`config.mk`:
```
export PLATFORM = sky130hd
export DESIGN_NAME = lm_sm_sequencer
export DESIGN_NICKNAME = d
export VERILOG_FILES = /design/src/rtl/risc15_pkg.sv /design/src/rtl/prio_enc8.sv /design/src/rtl/lm_sm_sequencer.sv
export SDC_FILE = /design/constraint.sdc
export NUM_CORES = 1
export LEC_CHECK = 0
export ABC_AREA = 1
export CORE_MARGIN = 1.5
export CORE_UTILIZATION = 45
export DETAILED_ROUTE_END_ITERATION = 10
export PLACE_DENSITY = 0.82
export REMOVE_ABC_BUFFERS = 1
export SYNTH_ARGS = -nofsm -noshare
export SYNTH_HDL_FRONTEND = slang
export SYNTH_SLANG_ARGS = --single-unit
```
`constraint.sdc`:
```
create_clock -name clk -period 1.9 [get_ports clk]
set_input_delay 0.285 -clock clk [delete_from_list [all_inputs] [get_ports clk]]
set_output_delay 0.285 -clock clk [all_outputs]
set_load 0.05 [all_outputs]
```
`src/rtl/risc15_pkg.sv`:
```
// Shared widths and sequencer state encoding for the risc15 load/store-multiple path.
package risc15_pkg;

    localparam int ADDR_W = 16;
    localparam int MASK_W = 8;
    localparam int REG_W  = 3;
    localparam int CNT_W  = 4;

    typedef enum logic [1:0] {
        S_IDLE = 2'd0,
        S_XFER = 2'd1,
        S_WB   = 2'd2,
        S_DONE = 2'd3
    } seq_state_e;

endpackage

```
`src/rtl/prio_enc8.sv`:
```
// Lowest-set-bit encoder: picks the next register to transfer from the remaining mask.
module prio_enc8
    import risc15_pkg::*;
(
    input  logic [MASK_W-1:0] req,
    output logic [REG_W-1:0]  idx,
    output logic              valid
);

    // Scan from the top down so the lowest set bit is the last to write idx.
    always_comb begin
        idx   = '0;
        valid = 1'b0;
        for (int i = MASK_W - 1; i >= 0; i--) begin
            if (req[i]) begin
                idx   = REG_W'(i);
                valid = 1'b1;
            end
        end
    end

endmodule

```
`src/rtl/lm_sm_sequencer.sv`:
```
// LM/SM sequencer: walks an 8-bit register mask in ascending order, issuing one
// memory transfer per set bit at consecutive addresses, with a write-back cycle for loads.
module lm_sm_sequencer
    import risc15_pkg::*;
(
    input  logic              clk,
    input  logic              proc_rst,
    input  logic              start,
    input  logic              is_store,
    input  logic [MASK_W-1:0] imm8,
    input  logic [ADDR_W-1:0] base_addr,
    input  logic              mem_ready,
    output logic [ADDR_W-1:0] mem_addr,
    output logic              mem_rd,
    output logic              mem_wr,
    output logic [REG_W-1:0]  rf_radd,
    output logic [REG_W-1:0]  rf_wadd,
    output logic              rf_wen,
    output logic              busy,
    output logic              done,
    output logic [CNT_W-1:0]  xfer_cnt
);

    seq_state_e        state, state_n;
    logic [MASK_W-1:0] mask, mask_n;
    logic [ADDR_W-1:0] addr, addr_n;
    logic [CNT_W-1:0]  cnt_n;
    logic              store_q, store_n;
    logic [REG_W-1:0]  wadd_q, wadd_n;
    logic [REG_W-1:0]  idx;
    logic              idx_valid;
    logic [MASK_W-1:0] idx_onehot;

    prio_enc8 u_prio_enc8 (
        .req   (mask),
        .idx   (idx),
        .valid (idx_valid)
    );

    assign idx_onehot = MASK_W'(1) << idx;
    assign rf_wadd    = wadd_q;

    // NOTE: state registers use non-blocking assignments so every flop samples
    // pre-edge values; the asynchronous reset also aborts any operation in flight.
    always_ff @(posedge clk or negedge proc_rst) begin
        if (!proc_rst) begin
            state    <= S_IDLE;
            mask     <= '0;
            addr     <= '0;
            xfer_cnt <= '0;
            store_q  <= 1'b0;
            wadd_q   <= '0;
        end else begin
            state    <= state_n;
            mask     <= mask_n;
            addr     <= addr_n;
            xfer_cnt <= cnt_n;
            store_q  <= store_n;
            wadd_q   <= wadd_n;
        end
    end

    // NOTE: every signal written here gets a default first, so no path can infer a latch.
    always_comb begin
        state_n  = state;
        mask_n   = mask;
        addr_n   = addr;
        cnt_n    = xfer_cnt;
        store_n  = store_q;
        wadd_n   = wadd_q;
        mem_addr = '0;
        mem_rd   = 1'b0;
        mem_wr   = 1'b0;
        rf_radd  = '0;
        rf_wen   = 1'b0;
        busy     = (state != S_IDLE);
        done     = 1'b0;

        unique case (state)
            S_IDLE: begin
                if (start) begin
                    store_n = is_store;
                    mask_n  = imm8;
                    addr_n  = base_addr;
                    cnt_n   = '0;
                    state_n = (imm8 != '0) ? S_XFER : S_DONE;
                end
            end
            S_XFER: begin
                mem_addr = addr;
                rf_radd  = idx;
                mem_wr   = store_q & idx_valid;
                mem_rd   = ~store_q & idx_valid;
                if (!idx_valid) begin
                    state_n = S_DONE;
                end else if (mem_ready) begin
                    if (store_q) begin
                        mask_n  = mask & ~idx_onehot;
                        addr_n  = addr + ADDR_W'(1);
                        cnt_n   = xfer_cnt + CNT_W'(1);
                        state_n = (mask_n == '0) ? S_DONE : S_XFER;
                    end else begin
                        wadd_n  = idx;
                        state_n = S_WB;
                    end
                end
            end
            S_WB: begin
                // Mask is untouched since the read, so idx still names the loaded register.
                rf_wen  = 1'b1;
                mask_n  = mask & ~idx_onehot;
                addr_n  = addr + ADDR_W'(1);
                cnt_n   = xfer_cnt + CNT_W'(1);
                state_n = (mask_n == '0) ? S_DONE : S_XFER;
            end
            S_DONE: begin
                done    = 1'b1;
                state_n = S_IDLE;
            end
            default: state_n = S_IDLE;
        endcase
    end

endmodule

```
==> results.toml, run 1 <==
[worst_setup_path]
setup.worst_path.start = "mask[6]"
critPathLaunchType = "register"
worstReg2RegStart = "state[0]"
crit_path_frequent_cell = "nand2_2"
path_class = "register to primary output"
slowest_stage = "dfrtp_1"
timing.rr.end = "addr[12]"
cp_cell_sequence = "inv_2 > nand2_2 > nand2_1 > nand2_1 > nand2_2 > nand2_2 > a21oi_2 > inv_1 > nor2_2 > buf_12"
crit_fanout = 4
endpoint = "rf_radd[0]"
worstPathRequired_ns = 1.62
critPathMaxStageDelay_ns = 0.42
cp.arrival_ns = 1.63
reg2reg_depth = 12
cp-end-kind = "primary output"
reg2reg_slack_ns = 0.11

[floorplanning]
rows = 26
die_w_microns = 75.4
die_h_microns = 75.4
core_area_sq_um = 5070
start_util = 0.465
num_io_pins = 60
dieArea_sq_um = 5690

[pwr]
power_leakage_uw = 0.00170
switching_power_uw = 3960
combPwrFrac = 0.741
ir_drop_v = 0.00131
swShare = 0.512
powerDensity_nw_per_um2 = 2190
clock_power_share = 0.069
seqPwrFrac = 0.190
p_int_uw = 3780

[synth]
yosys_warnings = 0
ys_types = 41
netlist_instances = 309
yosys.area.top_type = "dfrtp_1"
synth_area_sq_um = 2360
synth_area_leaders = "dfrtp_1 (36%), nand2_1 (12%), inv_1 (8.3%), o221ai_2 (5.1%), nor2_1 (4.8%)"
ys_top_cells_by_count = "nand2_1 (74), inv_1 (52), dfrtp_1 (34)"
synth_ff_type = "dfrtp_1"
synth_top_cell_area_share = 0.361
synth_xor_area_frac = 0.0371
synth_compound_area_frac = 0.166
ys_seq_area_frac = 0.361
synthAdderAreaFrac = 0.0424
muxShareOfSynthArea = 0.00424
synth-async-reset-ratio = 1.00
synth_top_family_by_area = "simple AND/OR/NAND/NOR gates"
synthSimpleGateAreaFrac = 0.273
synth-edff-count = 0
synth-seq-cells = 34
syn-mean-instance-area_sq_um = 7.64
synth_most_common_cell = "nand2_1"

[grt]
grtUsageTotal = 0.220
grt_max_degree = 35
use_met1 = 0.264
met2_usage = 0.391
grt_pass1_vias = 2169
grt_pass1_wl_mm = 9.51
antenna_found_initial = 0
use_met3 = 0.0529
grt_overflow_total = 0
top_usage_layer = "met2"

[timing]
finalSetupViolations = 1
setup_ws_ns = -0.0138
whs_ns = 0.426
tns_ns = -0.0138
finalCriticalPeriod_ns = 1.91
fmax_mhz = 523
drv_slew = 0
rsz0062_at_grt = "true"
hold_violations = 0
fin_worst_skew_ns = 0.00972
fin_crit_sh = 1.01
slew_headroom = 0.667
tightest_slew_ns = 0.498

[cells_and_area]
drive_gt1_frac = 0.249
stdcell_count = 459
diodes = 0
area.growth.synth_to_final_pct = 50.0
fin_nets = 427

[cts]
clkLatencyLatePin_ns = 0.29
cts_buffer_depth = 2
cts_buffers = 5
ctsHoldBuffers = 0
tritoncts = "built"
cts-root-buf = "clkbuf_8"
cts.sinks = 34
cts_max_level = 2
clkTransAtPathRegs_ns = 0.07

[routing]
postRouteAntennaNets = 0
route.detailed.drc = 0
vias_per_cell = 5.16
dr.pass1.iters = 5
routed_wl_mm = 6.31
drt-initial-drc-count = 169
wl_per_cell_microns = 13.7
vias = 2368

[status]
status = "complete, but fails checks"
violations = "setup timing"

[place]
place_congestion = 0.882
port_buffers = 59
place_inst = 447
place_hpwl_mm = 4.64

[worst_hold_path]
hold_class = "primary input to async pin"

[run]
cap_violations = 0
-- power groups by stage --
| stage | clock network [uW] | logic [uW] | registers, uW |
|---|---|---|---|
| finish | 536 | 5740 | 1470 |
| global route | 581 | 6150 | 1520 |
| CTS | 545 | 5530 | 1450 |
| detailed placement | 0 | 5480 | 1460 |
| global placement | 0 | 5340 | 1440 |
| floorplan | 0 | 3110 | 1580 |
-- stage by stage --
stage          setup slack [ns]  instance area [sq um]  utilization  total power (uW)
2_1_floorplan             -1.01                   2300            -              4690
3_3_place_gp              0.134                   3350        0.661              6780
3_5_place_dp             0.0774                   3350        0.661              6930
4_1_cts                 -0.0159                   3450        0.679              7520
5_1_grt                 -0.0764                   3540        0.697              8260
6_report                -0.0138                   3540        0.697              7740
-- state kept, by name (all words and copies together) (netlist names) --
name,count
mask,8
store_q,1
addr,16
xfer_cnt,4
rf_wadd,3
state,2
-- layout by cell type (no fill, tap or decap), types with 2 or more instances in the layout --
cell	n
nand2_1	71
inv_1	49
dfrtp_1	34
clkdlybuf4s50_1	33
nor2_1	27
buf_12	25
buf_4	22
o21ai_0	12
nand3_1	12
a21oi_1	8
o221ai_2	8
o21ai_1	6
ha_1	6
clkbuf_8	6
inv_2	5
nor2_2	5
o211ai_1	5
xnor2_1	5
xor2_1	5
nand2_2	4
nor3_2	3
o22ai_1	3
nor4_1	3
nand4_1	3
inv_4	2
nand2_4	2
nand3_2	2
nor2_4	2
nor3_4	2
a31oi_1	2
nor3_1	2
ha_2	2
buf_6	2
-- logic make-up (layout without fill, tap and decap cells) --
kind of cell / after synthesis / in the layout
XOR/XNOR: 10 / 10
adder cells (fa/ha/maj): 8 / 8
multiplexers: 1 / 1
buffers and inverters: 64 / 144
AND/OR/NAND/NOR: 140 / 140
AO/OA/AOI/OAI: 52 / 52
flip-flops: 34 / 34
-- critical path: cells and delay by family (launching register included) --
family	cells	cell delay [ns]
simple gates	6	0.48
flops	1	0.42
buf+inv	3	0.32
compound gates	1	0.12
-- cell type report --
cell class,instances,area [sq um]
fill,374,1540
tap,70,87.6
multi-input combinational,211,1280
sequential,34,851
timing repair buffer,82,1020
inverter,56,215
clock buffer,6,82.6
-- worst min-delay path by stage --
stage | end | slack, ns | depth (start not counted) | startpoint
global route | addr[15] | 0.47 | 2 | proc_rst
CTS | addr[15] | 0.43 | 2 | proc_rst
floorplan | addr[0] | -0.01 | 0 | proc_rst
detailed placement | rf_wadd[1] | 0.49 | 2 | rf_wadd[1]
finish | addr[5] | 0.43 | 2 | proc_rst
global placement | rf_wadd[2] | 0.48 | 2 | rf_wadd[2]
-- per-layer routing --
layer	up-vias	share of wire	wire length, microns
met1	1111	0.41	2590
met2	87	0.51	3240
met4	0	0.015	93
li1	1157	-	-
met3	13	0.060	380
met5	-	0	0
-- repair_timing --
action / 4_1_cts / 5_1_grt
setup endpoints to repair: 3 / 34
pin swaps: 0 / 6
endpoints found under the hold margin: 0 / 0
gates resized for setup: 4 / 16
buffers inserted: 0 / 6
Power figures use the tool's default switching activity.
==> run 2, diff against run 1 <==
--- a/config.mk
+++ b/config.mk
@@ -9,6 +9,7 @@
 export CORE_MARGIN = 1.5
 export CORE_UTILIZATION = 45
 export DETAILED_ROUTE_END_ITERATION = 10
+export MAX_ROUTING_LAYER = met4
 export PLACE_DENSITY = 0.82
 export REMOVE_ABC_BUFFERS = 1
 export SYNTH_ARGS = -nofsm -noshare
==> results.toml, run 2 (same netlist as run 1, synthesis figures left out) <==
[cells_and_area]
diodes = 0
fin_nets = 425
final_common_cell = "nand2_1"
drive_gt1_frac = 0.262
fin_util = 0.708
area.growth.synth_to_final_pct = 52.2
regMostFlops = "addr"
reg_top3 = "addr: 16 flops, mask: 8 flops, xfer_cnt: 4 flops"
largest_reg_flops = 16
layout_common_cells = "nand2_1 (69), inv_1 (48), dfrtp_1 (33), clkdlybuf4s50_1 (33)"
fin_area_sq_um = 3590

[grt]
antenna_found_initial = 0
grt_overflow_total = 0
grt_pass1_vias = 2276
use_met1 = 0.287
grt_pass1_wl_mm = 10.2
met2_usage = 0.409
use_met3 = 0.0516
top_usage_layer = "met2"
grtUsageTotal = 0.244
grt_max_degree = 35

[routing]
postRouteAntennaNets = 0
dr.pass1.iters = 4
routed_wl_mm = 6.65
route.detailed.drc = 0
vias_per_cell = 5.20
drt-initial-drc-count = 144
vias = 2389
wl_per_cell_microns = 14.5

[timing]
fmax_mhz = 546
hold_violations = 0
finalSetupViolations = 0
tightest_slew_ns = 0.503
drv_slew = 0
fin_crit_sh = 0.963
fin_worst_skew_ns = 0.00580
finalCriticalPeriod_ns = 1.83
slew_headroom = 0.664

[floorplanning]
core_area_sq_um = 5070
die_w_microns = 75.4
num_io_pins = 60
rows = 26
die_h_microns = 75.4
start_util = 0.465
dieArea_sq_um = 5690

[worst_setup_path]
cp-end-kind = "primary output"
worstPathRequired_ns = 1.62
critPathLaunchType = "register"
crit_path_frequent_cell = "nand2_2"
crit_fanout = 2
path_class = "register to primary output"
critPathMaxStageDelay_ns = 0.40
slowest_stage = "dfrtp_1"
cp.arrival_ns = 1.55
cp_cell_sequence = "inv_2 > nand2_2 > nand2_2 > nand2_2 > nand2_2 > nand2_2 > a21oi_2 > inv_2 > nor2_4 > buf_12"

[cts]
clkLatencyLatePin_ns = 0.30
clkTransAtPathRegs_ns = 0.07
cts_max_level = 2
cts_buffer_depth = 2
tritoncts = "built"
cts_buffers = 5
cts-root-buf = "clkbuf_8"
cts.sinks = 34
ctsHoldBuffers = 0

[run]
cap_violations = 0

[status]
status = "finished clean"

[place]
place_congestion = 0.952
place_area_sq_um = 3350
place_hpwl_mm = 4.66
port_buffers = 59

[worst_hold_path]
hold_class = "primary input to async pin"
-- run 2: cell count changes in the layout (fill, tap and decap cells not counted), sizes merged --
cell	change
bufinv	+1
buf	-2
clkbuf	+1
-- run 2: layout make-up --
type | instances | area (sq um)
Fill cell | 381 | 1480
Multi-Input combinational cell | 211 | 1320
Timing Repair Buffer | 80 | 1010
Sequential cell | 34 | 852
Inverter | 56 | 218
Tap cell | 70 | 87.6
Clock buffer | 7 | 76.3
Clock inverter | 1 | 30.0
-- run 2: stage by stage --
step                TNS (ns)  instances  setup WS [ns]  hold WS, ns
CTS                        0        456        0.00247        0.422
global route        -0.00832        459       -0.00698        0.442
finish                     0        459         0.0700        0.403
detailed placement         0        447         0.0578        0.484
global placement           0        447          0.134        0.479
floorplan             -10.72        301          -1.01      -0.0106
-- run 2: timing repair --
action | in CTS | in global routing
endpoints found under the setup margin | 1 | 36
gates cloned | 0 | 0
gates resized for setup | 3 | 29
pin swaps | 1 | 6
setup buffers | 1 | 3
-- run 2: metal layers --
layer	vias up	wire (microns)	share of wire
met5	-	0	0
met4	0	138	0.021
met3	13	325	0.049
met2	78	3490	0.52
met1	1139	2700	0.41
li1	1159	-	-
-- run 2: path summary, 6_finish.rpt --
check                            from         end  slack, ns  cells after the start
setup / recovery              mask[6]  rf_radd[0]       0.07                     10
hold / removal               proc_rst     addr[5]       0.40                      2
setup reg to reg             state[0]    addr[12]       0.08                     12
hold reg to reg            rf_wadd[0]  rf_wadd[0]       0.50                      2
max in group asynchronous    proc_rst    state[0]       1.16                      2
min in group clk           rf_wadd[0]  rf_wadd[0]       0.50                      2
-- run 2: worst max-delay path: cells and delay by family (launching register included) --
family | cells | cell delay, ns
flip-flops | 1 | 0.40
buffers and inverters | 3 | 0.28
AO/OA/AOI/OAI | 1 | 0.17
AND/OR/NAND/NOR | 6 | 0.41
Power of run 2 is left out: the tool's default activity adds up to more than one toggle a clock period on the data nets, which glitch-free logic cannot reach.
